File: config.mk
export PLATFORM = sky130hd
export DESIGN_NAME = debounce_multi
export DESIGN_NICKNAME = d
export VERILOG_FILES = /design/src/rtl/debounce_multi_pkg.sv /design/src/rtl/debounce_chan.sv /design/src/rtl/debounce_multi.sv
export SDC_FILE = /design/constraint.sdc
export NUM_CORES = 1
export LEC_CHECK = 0
export CORE_MARGIN = 2
export CORE_UTILIZATION = 43
export CTS_CLUSTER_DIAMETER = 40
export CTS_CLUSTER_SIZE = 12
export DETAILED_ROUTE_END_ITERATION = 7
export GPL_ROUTABILITY_DRIVEN = 0
export MAX_ROUTING_LAYER = met4
export SYNTH_ARGS = -nofsm -noshare
export SYNTH_HDL_FRONTEND = slang
export SYNTH_SLANG_ARGS = --single-unit
File: constraint.sdc
create_clock -name clk -period 1.6 [get_ports clk]
set_input_delay 0.32 -clock clk [delete_from_list [all_inputs] [get_ports clk]]
set_output_delay 0.32 -clock clk [all_outputs]
set_load 0.01 [all_outputs]
File: src/rtl/debounce_multi_pkg.sv
// Shared constants, counter-action encoding and width helper for the multi-channel debouncer.
package debounce_multi_pkg;

   localparam int DEBOUNCE_TICK_DIV     = 500000;
   localparam int DEBOUNCE_STABLE_TICKS = 4;

   typedef enum logic [1:0] {
      CNT_CLEAR,
      CNT_QUALIFY,
      CNT_ADVANCE,
      CNT_HOLD
   } cnt_action_e;

   // Bits needed to hold 0..value-1; never narrower than one bit.
   function automatic int clog2(input int value);
      int w;
      w = 1;
      while ((1 << w) < value) w++;
      return w;
   endfunction

endpackage

File: src/rtl/debounce_chan.sv
// One debounce channel: input synchroniser, stability counter and registered level/edge strobes.
module debounce_chan
   import debounce_multi_pkg::*;
#(
   parameter int   STABLE_TICKS = DEBOUNCE_STABLE_TICKS,
   parameter int   SYNC_STAGES  = 2,
   parameter logic INVERT       = 1'b0
) (
   input  logic clk_i,
   input  logic clr_ni,
   input  logic tick_i,
   input  logic raw_i,
   output logic db_o,
   output logic rise_o,
   output logic fall_o
);

   localparam int CW = clog2(STABLE_TICKS + 1);
   localparam logic [CW-1:0] CNT_LAST = CW'(STABLE_TICKS - 1);

   logic [SYNC_STAGES-1:0] sync_q, sync_d;
   logic [CW-1:0]          cnt_q, cnt_d;
   logic                   db_q, db_d;
   logic                   rise_q, rise_d;
   logic                   fall_q, fall_d;
   logic                   s;
   cnt_action_e            action;

   assign sync_d = {sync_q[SYNC_STAGES-2:0], raw_i ^ INVERT};
   assign s      = sync_q[SYNC_STAGES-1];

   // Agreement with the current level wins on any cycle, so one glitch back restarts the count.
   always_comb begin
      action = CNT_HOLD;
      if (s == db_q) begin
         action = CNT_CLEAR;
      end else if (tick_i && (cnt_q == CNT_LAST)) begin
         action = CNT_QUALIFY;
      end else if (tick_i) begin
         action = CNT_ADVANCE;
      end
   end

   always_comb begin
      cnt_d  = cnt_q;
      db_d   = db_q;
      rise_d = 1'b0;
      fall_d = 1'b0;
      unique case (action)
         CNT_CLEAR:   cnt_d = '0;
         CNT_QUALIFY: begin
            cnt_d  = '0;
            db_d   = s;
            rise_d = s;
            fall_d = ~s;
         end
         CNT_ADVANCE: cnt_d = cnt_q + CW'(1);
         CNT_HOLD:    cnt_d = cnt_q;
      endcase
   end

   always_ff @(posedge clk_i or negedge clr_ni) begin
      if (!clr_ni) begin
         sync_q <= '0;
         cnt_q  <= '0;
         db_q   <= 1'b0;
         rise_q <= 1'b0;
         fall_q <= 1'b0;
      end else begin
         sync_q <= sync_d;
         cnt_q  <= cnt_d;
         db_q   <= db_d;
         rise_q <= rise_d;
         fall_q <= fall_d;
      end
   end

   assign db_o   = db_q;
   assign rise_o = rise_q;
   assign fall_o = fall_q;

endmodule

File: src/rtl/debounce_multi.sv
// Multi-channel debouncer: shared sample-tick prescaler with legacy square-wave clock, plus per-channel qualifiers.
module debounce_multi
   import debounce_multi_pkg::*;
#(
   parameter int                  CHANNELS     = 5,
   parameter int                  TICK_DIV     = DEBOUNCE_TICK_DIV,
   parameter int                  STABLE_TICKS = DEBOUNCE_STABLE_TICKS,
   parameter int                  SYNC_STAGES  = 2,
   parameter logic [CHANNELS-1:0] INVERT       = '0
) (
   input  logic                clk,
   input  logic                clr,
   input  logic                en,
   input  logic [CHANNELS-1:0] raw_in,
   output logic                tick,
   output logic                de_clk,
   output logic [CHANNELS-1:0] db_out,
   output logic [CHANNELS-1:0] rise,
   output logic [CHANNELS-1:0] fall
);

   localparam int PW = clog2(TICK_DIV);
   localparam logic [PW-1:0] PRE_LAST = PW'(TICK_DIV - 1);

   logic [PW-1:0] pre_q, pre_d;
   logic          tick_q, tick_d;
   logic          de_clk_q, de_clk_d;

   // Tick and de_clk are registered off the wrap so both change in the cycle after the terminal count.
   always_comb begin
      pre_d    = pre_q;
      tick_d   = 1'b0;
      de_clk_d = de_clk_q;
      if (en) begin
         if (pre_q == PRE_LAST) begin
            pre_d    = '0;
            tick_d   = 1'b1;
            de_clk_d = ~de_clk_q;
         end else begin
            pre_d = pre_q + PW'(1);
         end
      end
   end

   always_ff @(posedge clk or negedge clr) begin
      if (!clr) begin
         pre_q    <= '0;
         tick_q   <= 1'b0;
         de_clk_q <= 1'b0;
      end else begin
         pre_q    <= pre_d;
         tick_q   <= tick_d;
         de_clk_q <= de_clk_d;
      end
   end

   assign tick   = tick_q;
   assign de_clk = de_clk_q;

   for (genvar g = 0; g < CHANNELS; g++) begin : g_chan
      debounce_chan #(
         .STABLE_TICKS (STABLE_TICKS),
         .SYNC_STAGES  (SYNC_STAGES),
         .INVERT       (INVERT[g])
      ) u_chan (
         .clk_i  (clk),
         .clr_ni (clr),
         .tick_i (tick_q),
         .raw_i  (raw_in[g]),
         .db_o   (db_out[g]),
         .rise_o (rise[g]),
         .fall_o (fall[g])
      );
   end

endmodule

## Word level (Yosys, flattened, before mapping)

Cells that the tools add are included.

- Word-level logic and storage cells: 111
- Output and inout bits: 17
- Register bits: 61

- Bitwise gates (word level): 6
- Add/subtract/negate cells: 6
- Mux-type cells: 29
- Reductions and logical operators: 16
- Equal/unequal tests: 26

Operators with widths:

| cell | number |
|---|---|
| $pmux W3 S2 | 5 |
| $eq A2 B2 Y1 const B | 10 |
| $mux W2 | 10 |
| $add A19 B1 Y19 const B | 1 |
| $eq A19 B19 Y1 const B | 1 |
| $mux W19 | 1 |
| $add A3 B1 Y3 const B | 5 |
| $eq A3 B2 Y1 const B | 5 |
| $mux W1 | 13 |
| $eq A2 B1 Y1 const B | 5 |
| $logic_not A2 Y1 | 5 |
| $reduce_or A2 Y1 | 5 |
| $not A1 Y1 | 6 |
| $eq A1 B1 Y1 | 5 |
| $logic_and A1 B1 Y1 | 5 |
| $reduce_and A2 Y1 | 1 |

## Longest topological paths before layout

Gate-level depths: netlist (run 1).

- Depth after elaboration: 7
- Depth in mapped cells: 5

## Modules after synthesis

Synthesis (run 1) repeated with hierarchy kept, for this count alone.

- Cells, all modules: 235
- Area, all modules: 2720.1 um^2

Modules (own cells, without submodules):

| module | cells each | instances | area each (um^2) |
|---|---|---|---|
| debounce_chan | 25 | 5 | 326.6 |
| debounce_multi | 110 | 1 | 1087.3 |

## Least setup slack after synthesis (run 1)

No wires, ideal clock.

- Path type: flip-flop to flip-flop
- Start: register pre_q[0]
- End: register pre_q[18]
- Setup time: 77 ps
- Required time: 1523 ps
- Data arrival time: 1518 ps
- Period minus slack after synthesis: 1595 ps
- Buffers on the path: 0
- Setup slack: 5 ps
- Cell stages (with the launch flop): 6
- Cell sequence: dfrtp_1 > ha_1 > and4_4 > nand2_1 > or4_1 > a21oi_1

- Cells in the longest elaborated chain, start to end: 2
- Elaborated cells on any way between the ends: 3

Ends and longest elaborated chain:

| item | RTL line | RTL |
|---|---|---|
| start: declaration | debounce_multi.sv:25 | `logic [PW-1:0] pre_q, pre_d;` |
| start signal: assignment | debounce_multi.sv:51 | `pre_q <= pre_d;` |
| $add A19 B1 Y19 / $eq A19 B19 Y1 (equally long branches) | debounce_multi.sv:40, debounce_multi.sv:35 |  |
| $mux W19 * | debounce_multi.sv:35 | `if (pre_q == PRE_LAST) begin` |

Mark *: on every way between the ends. The rest lies on a longest branch, timed or not.
A chain may end at the register's enable or synchronous reset.

## Worst setup path in the final report (run 1)

- Start: register pre_q[12]
- End: register pre_q[0]

- Cells in the longest elaborated chain, start to end: 2

Ends and longest elaborated chain:

| item | RTL line |
|---|---|
| $eq A19 B19 Y1 | debounce_multi.sv:35 |
| $mux W19 | debounce_multi.sv:35 |

No other way between the ends.

==> results of run 1 <==
## critical path: stages (launching register included)
cell and delay [ns]:
sky130_fd_sc_hd__dfrtp_2 0.42, sky130_fd_sc_hd__nor4_4 0.38, sky130_fd_sc_hd__nand4_4 0.22, sky130_fd_sc_hd__o311ai_2 0.33, sky130_fd_sc_hd__o21ai_0 0.14
## routing by layer
metal	vias to the layer above	GRT usage [%]	share of wire [%]
met3	12	2.98	2.9
li1	956	-	-
met4	0	9.52	3.2
met1	925	19.3	49
met5	-	-	0
met2	31	21.4	45
## final cells by class
type	count	area, um^2
inverter	7	26.3
clock buffer	10	138
sequential	61	1530
timing repair buffer	55	488
fill	563	2820
tap	77	96.3
clock inverter	6	86.3
multi-input combinational	165	1200
## how the worst max path moves through the flow
stage / cells after the start / end / startpoint
6_report: 4 / pre_q[0] / pre_q[12]
2_1_floorplan: 5 / pre_q[18] / pre_q[0]
4_1_cts: 5 / pre_q[17] / pre_q[9]
3_3_place_gp: 5 / pre_q[17] / en
3_5_place_dp: 5 / pre_q[17] / en
5_1_grt: 4 / pre_q[0] / pre_q[9]
## sequential cells by signal (all words and copies together) (netlist names)
register	count
g_chan.u_chan.sync_q	10
tick	1
de_clk	1
g_chan.u_chan.cnt_q	15
g_chan.u_chan.db_o	5
g_chan.u_chan.rise_o	5
pre_q	19
g_chan.u_chan.fall_o	5
## timing repair
item                       CTS  global route
resized for setup            6             6
buffers inserted             5             1
hold endpoints to repair    61             0
hold buffers                 1             0
pin swaps                    3             3
setup endpoints to repair   13             8
## kinds of logic (layout without fill, tap and decap cells)
family / count (synthesis) / count (layout) / share of synthesized area, %
XOR/XNOR: 17 / 17 / 5.20
multiplexers: 15 / 15 / 5.46
buffers and inverters: 28 / 78 / 6.20
AND/OR/NAND/NOR: 102 / 102 / 20.7
flip-flops: 61 / 61 / 53.3
adder cells (fa/ha/maj): 11 / 11 / 4.81
AO/OA/AOI/OAI: 20 / 20 / 4.37
## report_power, final
group	internal, mW	switching, mW	total (mW)
Combinational	0.148	0.156	0.304
Clock	0.916	0.616	1.53
Sequential	1.62	0.105	1.72
Total	2.68	0.876	3.56
## cells in the mapped netlist, drive strengths merged
cell / count
nor2: 27
a31oi: 2
mux2i: 10
nand3b: 5
nor3: 7
nand2: 17
xor2: 5
or3b: 1
and3: 5
nand2b: 5
and4: 3
o31ai: 3
nand3: 9
ha: 11
buf: 19
nand4: 6
mux2: 5
nor4: 1
dfrtp: 61
and4bb: 1
o22ai: 3
o41ai: 1
or4: 2
and2: 2
inv: 7
xnor2: 12
o311ai: 1
nor3b: 11
a21oi: 9
o21ai: 1
clkbuf: 2
## per-stage QoR
step	instances	cell area (um^2)	TNS (ns)
final	381	3570	-0.0231
after global routing	381	3570	-0.359
after CTS	380	3530	0
after detailed placement	358	3240	-2.51
after global placement	358	3240	-2.08
after floorplan	254	2860	0
==> impl_metrics.env, run 1 <==
export IMPL_core_area_um2=6390
export IMPL_kind_of_launch_point_of_the_worst_setup_path="flop"
export IMPL_total_power_mw=3.56
export IMPL_post_route_cells_drive_above_1_share_pct=23.0
export IMPL_hold_ws_ns=0.350
export IMPL_path_class="flop to flop"
export IMPL_timing_max_transition_violations_final=0
export IMPL_grt_overflow=0
export IMPL_initial_utilization_pct=44.8
export IMPL_fmax_mhz=616
export IMPL_tritoncts="built"
export IMPL_dp_hpwl_mm=3.11
export IMPL_leakage_nw=1.60
export IMPL_antenna_violating_nets_post_route=0
export IMPL_postSynthNetCount=273
export IMPL_ys_warnings_count=0
export IMPL_synth_top_area_cell="sky130_fd_sc_hd__dfrtp_1"
export IMPL_die_h_um=85.6
export IMPL_synth_top_area_share_pct=53.3
export IMPL_mostFrequentLayoutCell="sky130_fd_sc_hd__dfrtp_1"
export IMPL_grt_max_degree=62
export IMPL_number_of_top_level_pins=25
export IMPL_cts_made_buffers=9
export IMPL_power_per_cell_area_nw_per_um2=998
export IMPL_worst_hold_path_type="flop to flop"
export IMPL_finalHoldViolCount=0
export IMPL_top_library_cells_by_usage_in_the_layout_fill_and_taps_aside="59 x sky130_fd_sc_hd__dfrtp_1, 28 x sky130_fd_sc_hd__buf_4, 27 x sky130_fd_sc_hd__nor2_1"
export IMPL_drc=0
export IMPL_hold_end="g_chan[2].u_chan.sync_q[1]"
export IMPL_synth_area_top_cells="sky130_fd_sc_hd__dfrtp_1 53%, sky130_fd_sc_hd__ha_1 4.8%, sky130_fd_sc_hd__buf_4 3.9%"
export IMPL_setup_worst_path_end_class="flop"
export IMPL_grt_antenna_before_repair=0
export IMPL_run_status="finished with violations"
export IMPL_route_detailed_wl_per_inst_um=12.5
export IMPL_worst_slew_margin_rel_pct=78.1
export IMPL_placementRows=29
export IMPL_r2r_cells=4
export IMPL_timing_final_crit_share_pct=101
export IMPL_irDropWorstVdd_uv=611
export IMPL_min_period_ns=1.62
export IMPL_violated_checks="negative setup slack"
export IMPL_r2r_slack_ns=-0.02
export IMPL_grt_pass1_wl_mm=8.29
export IMPL_max_slew_worst_pin_slew_ns=0.326
export IMPL_r2r_start="pre_q[12]"
export IMPL_drt_pass1_iterations=4
export IMPL_clkSlewWorstSetupHoldPaths_ns=0.07
export IMPL_iteration_0_drc_count_of_the_detailed_router=115
export IMPL_cts_sink_count=61
export IMPL_final_setup_skew_ns=0.00922
export IMPL_dieWidth_um=85.6
export IMPL_synth_cell_type_count=42
export IMPL_number_of_buffer_cells_added_on_primary_ports=24
export IMPL_timing_hold_worst_start="g_chan[2].u_chan.sync_q[0]"
export IMPL_grt_util_all_layers_pct=14.9
export IMPL_critPathMaxFanout=5
export IMPL_cp_required_ns=1.80
export IMPL_timing_final_ws_setup_ns=-0.0231
export IMPL_setup_repair_after_global_routing_missed_its_margin="true"
export IMPL_reg2reg_to="pre_q[0]"
export IMPL_hold_path_depth=0
export IMPL_postSynthRegisterBits=61
export IMPL_critical_path_arrival_ns=1.83
export IMPL_number_of_global_route_vias_before_repair=1840
export IMPL_timing_final_setup_violations=1
export IMPL_drt_vias_per_instance=5.05
export IMPL_total_die_area_um2=7330
export IMPL_syn_area_um2=2860
export IMPL_detail_route_wirelength_mm=4.77
export IMPL_finish_utilization_pct=55.8
export IMPL_layout_nets=318
export IMPL_clkLatencyLatePin_ns=0.34
export IMPL_antenna_cells_inserted=0
export IMPL_netlist_instances=254
export IMPL_synth_seq_area_share_pct=53.3
export IMPL_vias=1924
export IMPL_htreeDepth=3
export IMPL_max_cap_violations=0
export IMPL_synth_avg_cell_area_um2=11.3
export IMPL_clockBufferDepth=2
export IMPL_preCtsSetupSlack_ns=-0.301
export IMPL_area_growth_synth_to_final_pct=24.5
export IMPL_cts_root_buffer="sky130_fd_sc_hd__clkbuf_8"
Power figures use the tool's default switching activity.
==> run 2, diff against run 1 <==
- ABC_AREA: unset -> 1
- CTS_CLUSTER_DIAMETER: 40 -> unset
==> run 2 against run 1 <==
  * Final cell count rose by 22%
  * The flow now finishes without violations
  * Clock skew fell by 0.0033 ns
  * Maximum frequency rose by 7.1%
  * Design area fell by 1.8%
  * Critical path depth fell by 3
  * Count of clock-buffer cells in the layout rose by 2
  * Sequential cell count did not move
  * Sequential power barely moved
  * Register-to-register slack improved by 0.18 ns
  * Non-clock buffer count fell by 22
  * Via count rose by 11%
  * Combinational power rose by 7.2%
==> impl_metrics.env, run 2 <==
export IMPL_run_status="finished, final reports clean"
export IMPL_total_die_area_um2=7560
export IMPL_netlist_instances=351
export IMPL_synth_compound_gate_area_share_pct=3.09
export IMPL_cp_required_ns=1.28
export IMPL_grt_pass1_wl_mm=8.90
export IMPL_postSynthNetCount=370
export IMPL_max_cap_violations=0
export IMPL_cts_sink_count=61
export IMPL_n_fill_cell=607
export IMPL_number_of_global_route_vias_before_repair=2053
export IMPL_cts_made_buffers=9
export IMPL_number_of_buffer_cells_added_on_primary_ports=24
export IMPL_critPathMaxFanout=1
export IMPL_worst_hold_path_type="flop to flop"
export IMPL_kind_of_launch_point_of_the_worst_setup_path="flop"
export IMPL_fmax_mhz=660
export IMPL_grt_max_degree=62
export IMPL_ys_warnings_count=0
export IMPL_dieWidth_um=87.0
export IMPL_mostFrequentLayoutCell="sky130_fd_sc_hd__nand2_1"
export IMPL_top_library_cells_by_usage_in_the_layout_fill_and_taps_aside="89 x sky130_fd_sc_hd__nand2_1, 61 x sky130_fd_sc_hd__dfrtp_1, 54 x sky130_fd_sc_hd__nor2_1"
export IMPL_die_h_um=87.0
export IMPL_number_of_top_level_pins=25
export IMPL_largest_family_of_logic_cells_by_synthesized_area="simple AND/OR/NAND/NOR gates"
export IMPL_postSynth_asyncResetShare_pct=100
export IMPL_synth_adder_area_share_pct=4.65
export IMPL_max_slew_worst_pin_slew_ns=0.314
export IMPL_antenna_violating_nets_post_route=0
export IMPL_synthSimpleGateAreaFrac_pct=27.7
export IMPL_critical_path_arrival_ns=1.20
export IMPL_irDropWorstVdd_uv=497
export IMPL_synth_seq_area_share_pct=51.6
export IMPL_synth_enable_flop_cells=0
export IMPL_power_per_cell_area_nw_per_um2=1040
export IMPL_iteration_0_drc_count_of_the_detailed_router=78
export IMPL_cts_root_buffer="sky130_fd_sc_hd__clkbuf_8"
export IMPL_synth_top_area_cell="sky130_fd_sc_hd__dfrtp_1"
export IMPL_total_power_mw=3.64
export IMPL_postSynthRegisterBits=61
export IMPL_clkLatencyLatePin_ns=0.33
export IMPL_path_class="flop to primary output"
export IMPL_ys_top_cells_by_count="89 x sky130_fd_sc_hd__nand2_1, 61 x sky130_fd_sc_hd__dfrtp_1, 54 x sky130_fd_sc_hd__nor2_1"
export IMPL_route_detailed_wl_per_inst_um=11.1
export IMPL_drc=0
export IMPL_area_growth_synth_to_final_pct=18.4
export IMPL_slowest_stage="sky130_fd_sc_hd__clkdlybuf4s50_1"
export IMPL_leakage_nw=1.85
export IMPL_synth_top_area_share_pct=51.6
export IMPL_finalHoldViolCount=0
export IMPL_largest_register_ffs=19
export IMPL_synth_area_top_cells="sky130_fd_sc_hd__dfrtp_1 52%, sky130_fd_sc_hd__nand2_1 11%, sky130_fd_sc_hd__nor2_1 6.8%"
export IMPL_dp_hpwl_mm=3.68
export IMPL_final_setup_skew_ns=0.00589
export IMPL_syn_area_um2=2960
export IMPL_detail_route_wirelength_mm=5.15
export IMPL_synth_cell_type_count=24
export IMPL_timing_final_setup_violations=0
export IMPL_initial_utilization_pct=44.0
export IMPL_register_with_the_highest_flop_count="pre_q"
export IMPL_timing_max_transition_violations_final=0
export IMPL_post_synth_mux_area_share_pct=0
export IMPL_clockBufferDepth=2
export IMPL_clkSlewWorstSetupHoldPaths_ns=0.07
export IMPL_yosysMostFrequentCell="sky130_fd_sc_hd__nand2_1"
export IMPL_largestRegisters="pre_q x19, g_chan.u_chan.cnt_q x15, g_chan.u_chan.sync_q x10"
export IMPL_grt_antenna_before_repair=0
export IMPL_path_delay_family="buffers and inverters"
export IMPL_setup_tns_final_ns=0
export IMPL_crit_path_max_incr_delay_ns=0.53
export IMPL_worst_slew_margin_rel_pct=79.0
export IMPL_setup_repair_after_global_routing_missed_its_margin="false"
export IMPL_tritoncts="built"
export IMPL_post_synth_xor_area_fraction_pct=2.62
export IMPL_post_route_cells_drive_above_1_share_pct=13.6
export IMPL_grt_overflow=0
export IMPL_cp_num_buf_inv=1
export IMPL_setup_worst_path_end_class="primary output"
export IMPL_antenna_cells_inserted=0
export IMPL_min_period_ns=1.52
export IMPL_hold_ws_ns=0.348
export IMPL_core_area_um2=6720
export IMPL_synth_avg_cell_area_um2=8.43
export IMPL_layout_nets=397
export IMPL_grt_util_all_layers_pct=15.7
export IMPL_crit_chain="clkdlybuf4s50_1"
export IMPL_ys_dominant_reg_cell="sky130_fd_sc_hd__dfrtp_1"
export IMPL_vias=2133
export IMPL_timing_final_crit_share_pct=94.8
export IMPL_placementRows=30
export IMPL_drt_vias_per_instance=4.61
export IMPL_drt_pass1_iterations=4
export IMPL_htreeDepth=3
[run 2: cell types whose count changed after synthesis, sizes merged, moves of 10 or more]
cell,previous run,this run
nand2,17,95
inv,7,48
nor2,27,63
nand3,9,23
xnor2,12,1
mux2i,10,0
nor3b,11,1
o21ai,1,11
[run 2: layout make-up]
cell class	count	area, um^2	share of cell area [%]
multi-input combinational	225	1130	32.2
tap	80	100	2.86
clock inverter	4	76.3	2.18
timing repair buffer	33	328	9.36
sequential	61	1530	43.6
inverter	48	180	5.14
clock buffer	12	165	4.71
[run 2: power by group]
group | switching (mW) | internal, mW | total [mW]
combinational | 0.193 | 0.134 | 0.326
sequential | 0.0882 | 1.62 | 1.71
clock | 0.602 | 1.01 | 1.61
total | 0.883 | 2.76 | 3.64
[run 2: path summary, 6_finish.rpt]
check / start / end / slack, ns / depth (start not counted)
max: g_chan[3].u_chan.rise_o / rise[3] / 0.08 / 1
min: g_chan[3].u_chan.sync_q[0] / g_chan[3].u_chan.sync_q[1] / 0.35 / 0
max reg2reg: pre_q[1] / pre_q[5] / 0.16 / 8
min reg2reg: g_chan[3].u_chan.sync_q[0] / g_chan[3].u_chan.sync_q[1] / 0.35 / 0
max in group asynchronous: clr / pre_q[13] / 0.82 / 3
min in group asynchronous: clr / g_chan[0].u_chan.db_o / 0.53 / 3
[run 2: layer usage]
metal / up-vias / track usage (%) / routed length (um)
met1: 976 / 18.5 / 2430
li1: 1114 / - / -
met3: 7 / 5.50 / 207
met2: 36 / 25.0 / 2430
met5: - / - / 0
met4: 0 / 5.68 / 80
[run 2: logic make-up after synthesis]
family / count (synthesis)
adder cells (fa/ha/maj): 11
buffers and inverters: 65
AND/OR/NAND/NOR: 188
AO/OA/AOI/OAI: 18
flip-flops: 61
XOR/XNOR: 8
[run 2: repair_timing]
action,4_1_cts,5_1_grt
setup endpoints to repair,2,5
setup buffers,0,0
endpoints found under the hold margin,50,0
hold buffers,1,0
gates resized for setup,2,5
[run 2: through the flow]
stage,worst slack (ns),utilization [%],cell area [um^2],instances
after global placement,-0.0316,48.2,3240,446
after CTS,0.00530,52.0,3490,463
final,0.0839,52.1,3500,463
after detailed placement,-0.0592,48.2,3240,446
after floorplan,0.320,-,2960,351
after global routing,0.0275,52.1,3500,463
==> run 3, diff against run 2 <==
- REMOVE_ABC_BUFFERS: unset -> 1
==> run 3 against run 2 <==
  * Design area fell by 0.25%
  * Clock skew rose by 0.0011 ns
  * Sequential cell count did not move
  * Non-clock buffer count fell by 1
  * Clock power rose by 2%
  * Via count rose by 1.6%
  * Largest power group unchanged
==> impl_metrics.env, run 3 (synthesized netlist as in run 2, its figures left out) <==
export IMPL_run_status="finished, final reports clean"
export IMPL_initial_utilization_pct=44.0
export IMPL_cts_made_buffers=9
export IMPL_dp_hpwl_mm=3.89
export IMPL_cp_required_ns=1.28
export IMPL_setup_repair_after_global_routing_missed_its_margin="false"
export IMPL_irDropWorstVdd_uv=604
export IMPL_slowest_stage="sky130_fd_sc_hd__clkdlybuf4s50_1"
export IMPL_timing_final_setup_violations=0
export IMPL_crit_path_max_incr_delay_ns=0.53
export IMPL_final_setup_skew_ns=0.00701
export IMPL_max_slew_worst_pin_slew_ns=0.469
export IMPL_critical_path_startpoint="g_chan[0].u_chan.fall_o"
export IMPL_grt_util_all_layers_pct=16.9
export IMPL_power_per_cell_area_nw_per_um2=1050
export IMPL_critical_path_arrival_ns=1.19
export IMPL_number_of_buffer_cells_added_on_primary_ports=24
export IMPL_clkSlewWorstSetupHoldPaths_ns=0.07
export IMPL_area_growth_synth_to_final_pct=18.1
export IMPL_r2r_start="pre_q[1]"
export IMPL_timing_max_transition_violations_final=0
export IMPL_placementRows=30
export IMPL_total_die_area_um2=7560
export IMPL_min_period_ns=1.51
export IMPL_timing_hold_worst_start="g_chan[1].u_chan.sync_q[0]"
export IMPL_layout_nets=396
export IMPL_postCtsSetupBuffers=0
export IMPL_finish_utilization_pct=52.0
export IMPL_drc=0
export IMPL_post_route_cells_drive_above_1_share_pct=12.8
export IMPL_core_area_um2=6720
export IMPL_number_of_top_level_pins=25
export IMPL_vias=2167
export IMPL_layoutNonFillerInstCount=462
export IMPL_grt_max_degree=51
export IMPL_kind_of_launch_point_of_the_worst_setup_path="flop"
export IMPL_tritoncts="built"
export IMPL_setup_worst_path_end_class="primary output"
export IMPL_route_detailed_wl_per_inst_um=11.5
export IMPL_die_h_um=87.0
export IMPL_path_class="flop to primary output"
export IMPL_worst_hold_path_type="flop to flop"
export IMPL_drt_vias_per_instance=4.69
export IMPL_cts_sink_count=61
export IMPL_grt_overflow=0
export IMPL_dpl_cell_count=445
export IMPL_detail_route_wirelength_mm=5.32
export IMPL_worst_slew_margin_rel_pct=68.5
export IMPL_drt_pass1_iterations=4
export IMPL_grt_pass1_wl_mm=9.51
export IMPL_grt_antenna_before_repair=0
export IMPL_number_of_global_route_vias_before_repair=2141
export IMPL_timing_final_crit_share_pct=94.3
export IMPL_register_with_the_highest_flop_count="pre_q"
export IMPL_dieWidth_um=87.0
export IMPL_cts_root_buffer="sky130_fd_sc_hd__clkbuf_8"
export IMPL_iteration_0_drc_count_of_the_detailed_router=95
export IMPL_finalHoldViolCount=0
export IMPL_hold_ws_ns=0.343
export IMPL_mostFrequentLayoutCell="sky130_fd_sc_hd__nand2_1"
export IMPL_max_cap_violations=0
export IMPL_largestRegisters="pre_q x19, g_chan.u_chan.cnt_q x15, g_chan.u_chan.sync_q x10"
export IMPL_antenna_cells_inserted=0
export IMPL_cp_num_buf_inv=1
export IMPL_antenna_violating_nets_post_route=0
export IMPL_htreeDepth=3
export IMPL_path_delay_family="buffers and inverters"
export IMPL_fmax_mhz=663
export IMPL_clkLatencyLatePin_ns=0.33
export IMPL_timing_final_ws_setup_ns=0.0914
export IMPL_leakage_nw=1.85
export IMPL_critPathMaxFanout=1
export IMPL_crit_chain="clkdlybuf4s50_1"
export IMPL_largest_register_ffs=19
export IMPL_clockBufferDepth=2
export IMPL_preCtsSetupSlack_ns=-0.0533
export IMPL_top_library_cells_by_usage_in_the_layout_fill_and_taps_aside="89 x sky130_fd_sc_hd__nand2_1, 61 x sky130_fd_sc_hd__dfrtp_1, 54 x sky130_fd_sc_hd__nor2_1"
==> run 3: changes by cell type in the layout (fill, tap and decap cells not counted), sizes merged <==
cell	before	now
buf	9	8
bufinv	2	3
clkinv	0	1
clkinvlp	1	0
inv	49	48
==> run 3: what timing repair did <==
| item | CTS | global route |
|---|---|---|
| endpoints found under the hold margin | 11 | 0 |
| gates resized for setup | 2 | 5 |
| setup endpoints to repair | 2 | 5 |
| hold buffers | 1 | 0 |
==> run 3: area by class of cell <==
cell class	count	area, um^2
inverters	48	180
clock inverters	4	95.1
multi-input cells	225	1130
well taps	80	100
clock buffers	12	145
repair buffers	32	320
fillers	633	3220
flip-flops and latches	61	1530
==> run 3: worst paths after layout <==
check | endpoint | slack, ns | depth (start not counted)
min in group asynchronous | g_chan[0].u_chan.rise_o | 0.41 | 2
hold / removal | g_chan[1].u_chan.sync_q[1] | 0.34 | 0
setup / recovery | fall[0] | 0.09 | 1
setup reg to reg | pre_q[8] | 0.17 | 8
max in group asynchronous | pre_q[4] | 0.63 | 3
hold reg to reg | g_chan[1].u_chan.sync_q[1] | 0.34 | 0
==> run 3: through the flow <==
step                setup TNS [ns]  area [um^2]  power (mW)
floorplan                        0         2830        1.93
global placement            -0.195         3230        2.07
detailed placement          -0.362         3230        2.07
CTS                              0         3480        3.75
global route                     0         3490        3.87
finish                           0         3490        3.68
==> run 3: report_power, final <==
part | switching, mW | internal (mW) | total (mW)
combinational | 0.197 | 0.132 | 0.329
sequential | 0.0882 | 1.62 | 1.71
clock | 0.573 | 1.08 | 1.65
==> run 3: per-layer routing <==
metal | GRT usage (%) | vias to the layer above | wire, um
met5 | - | - | 0
met4 | 5.40 | 0 | 55
met3 | 6.45 | 4 | 224
met2 | 26.4 | 40 | 2530
met1 | 20.3 | 1010 | 2520
li1 | - | 1113 | -
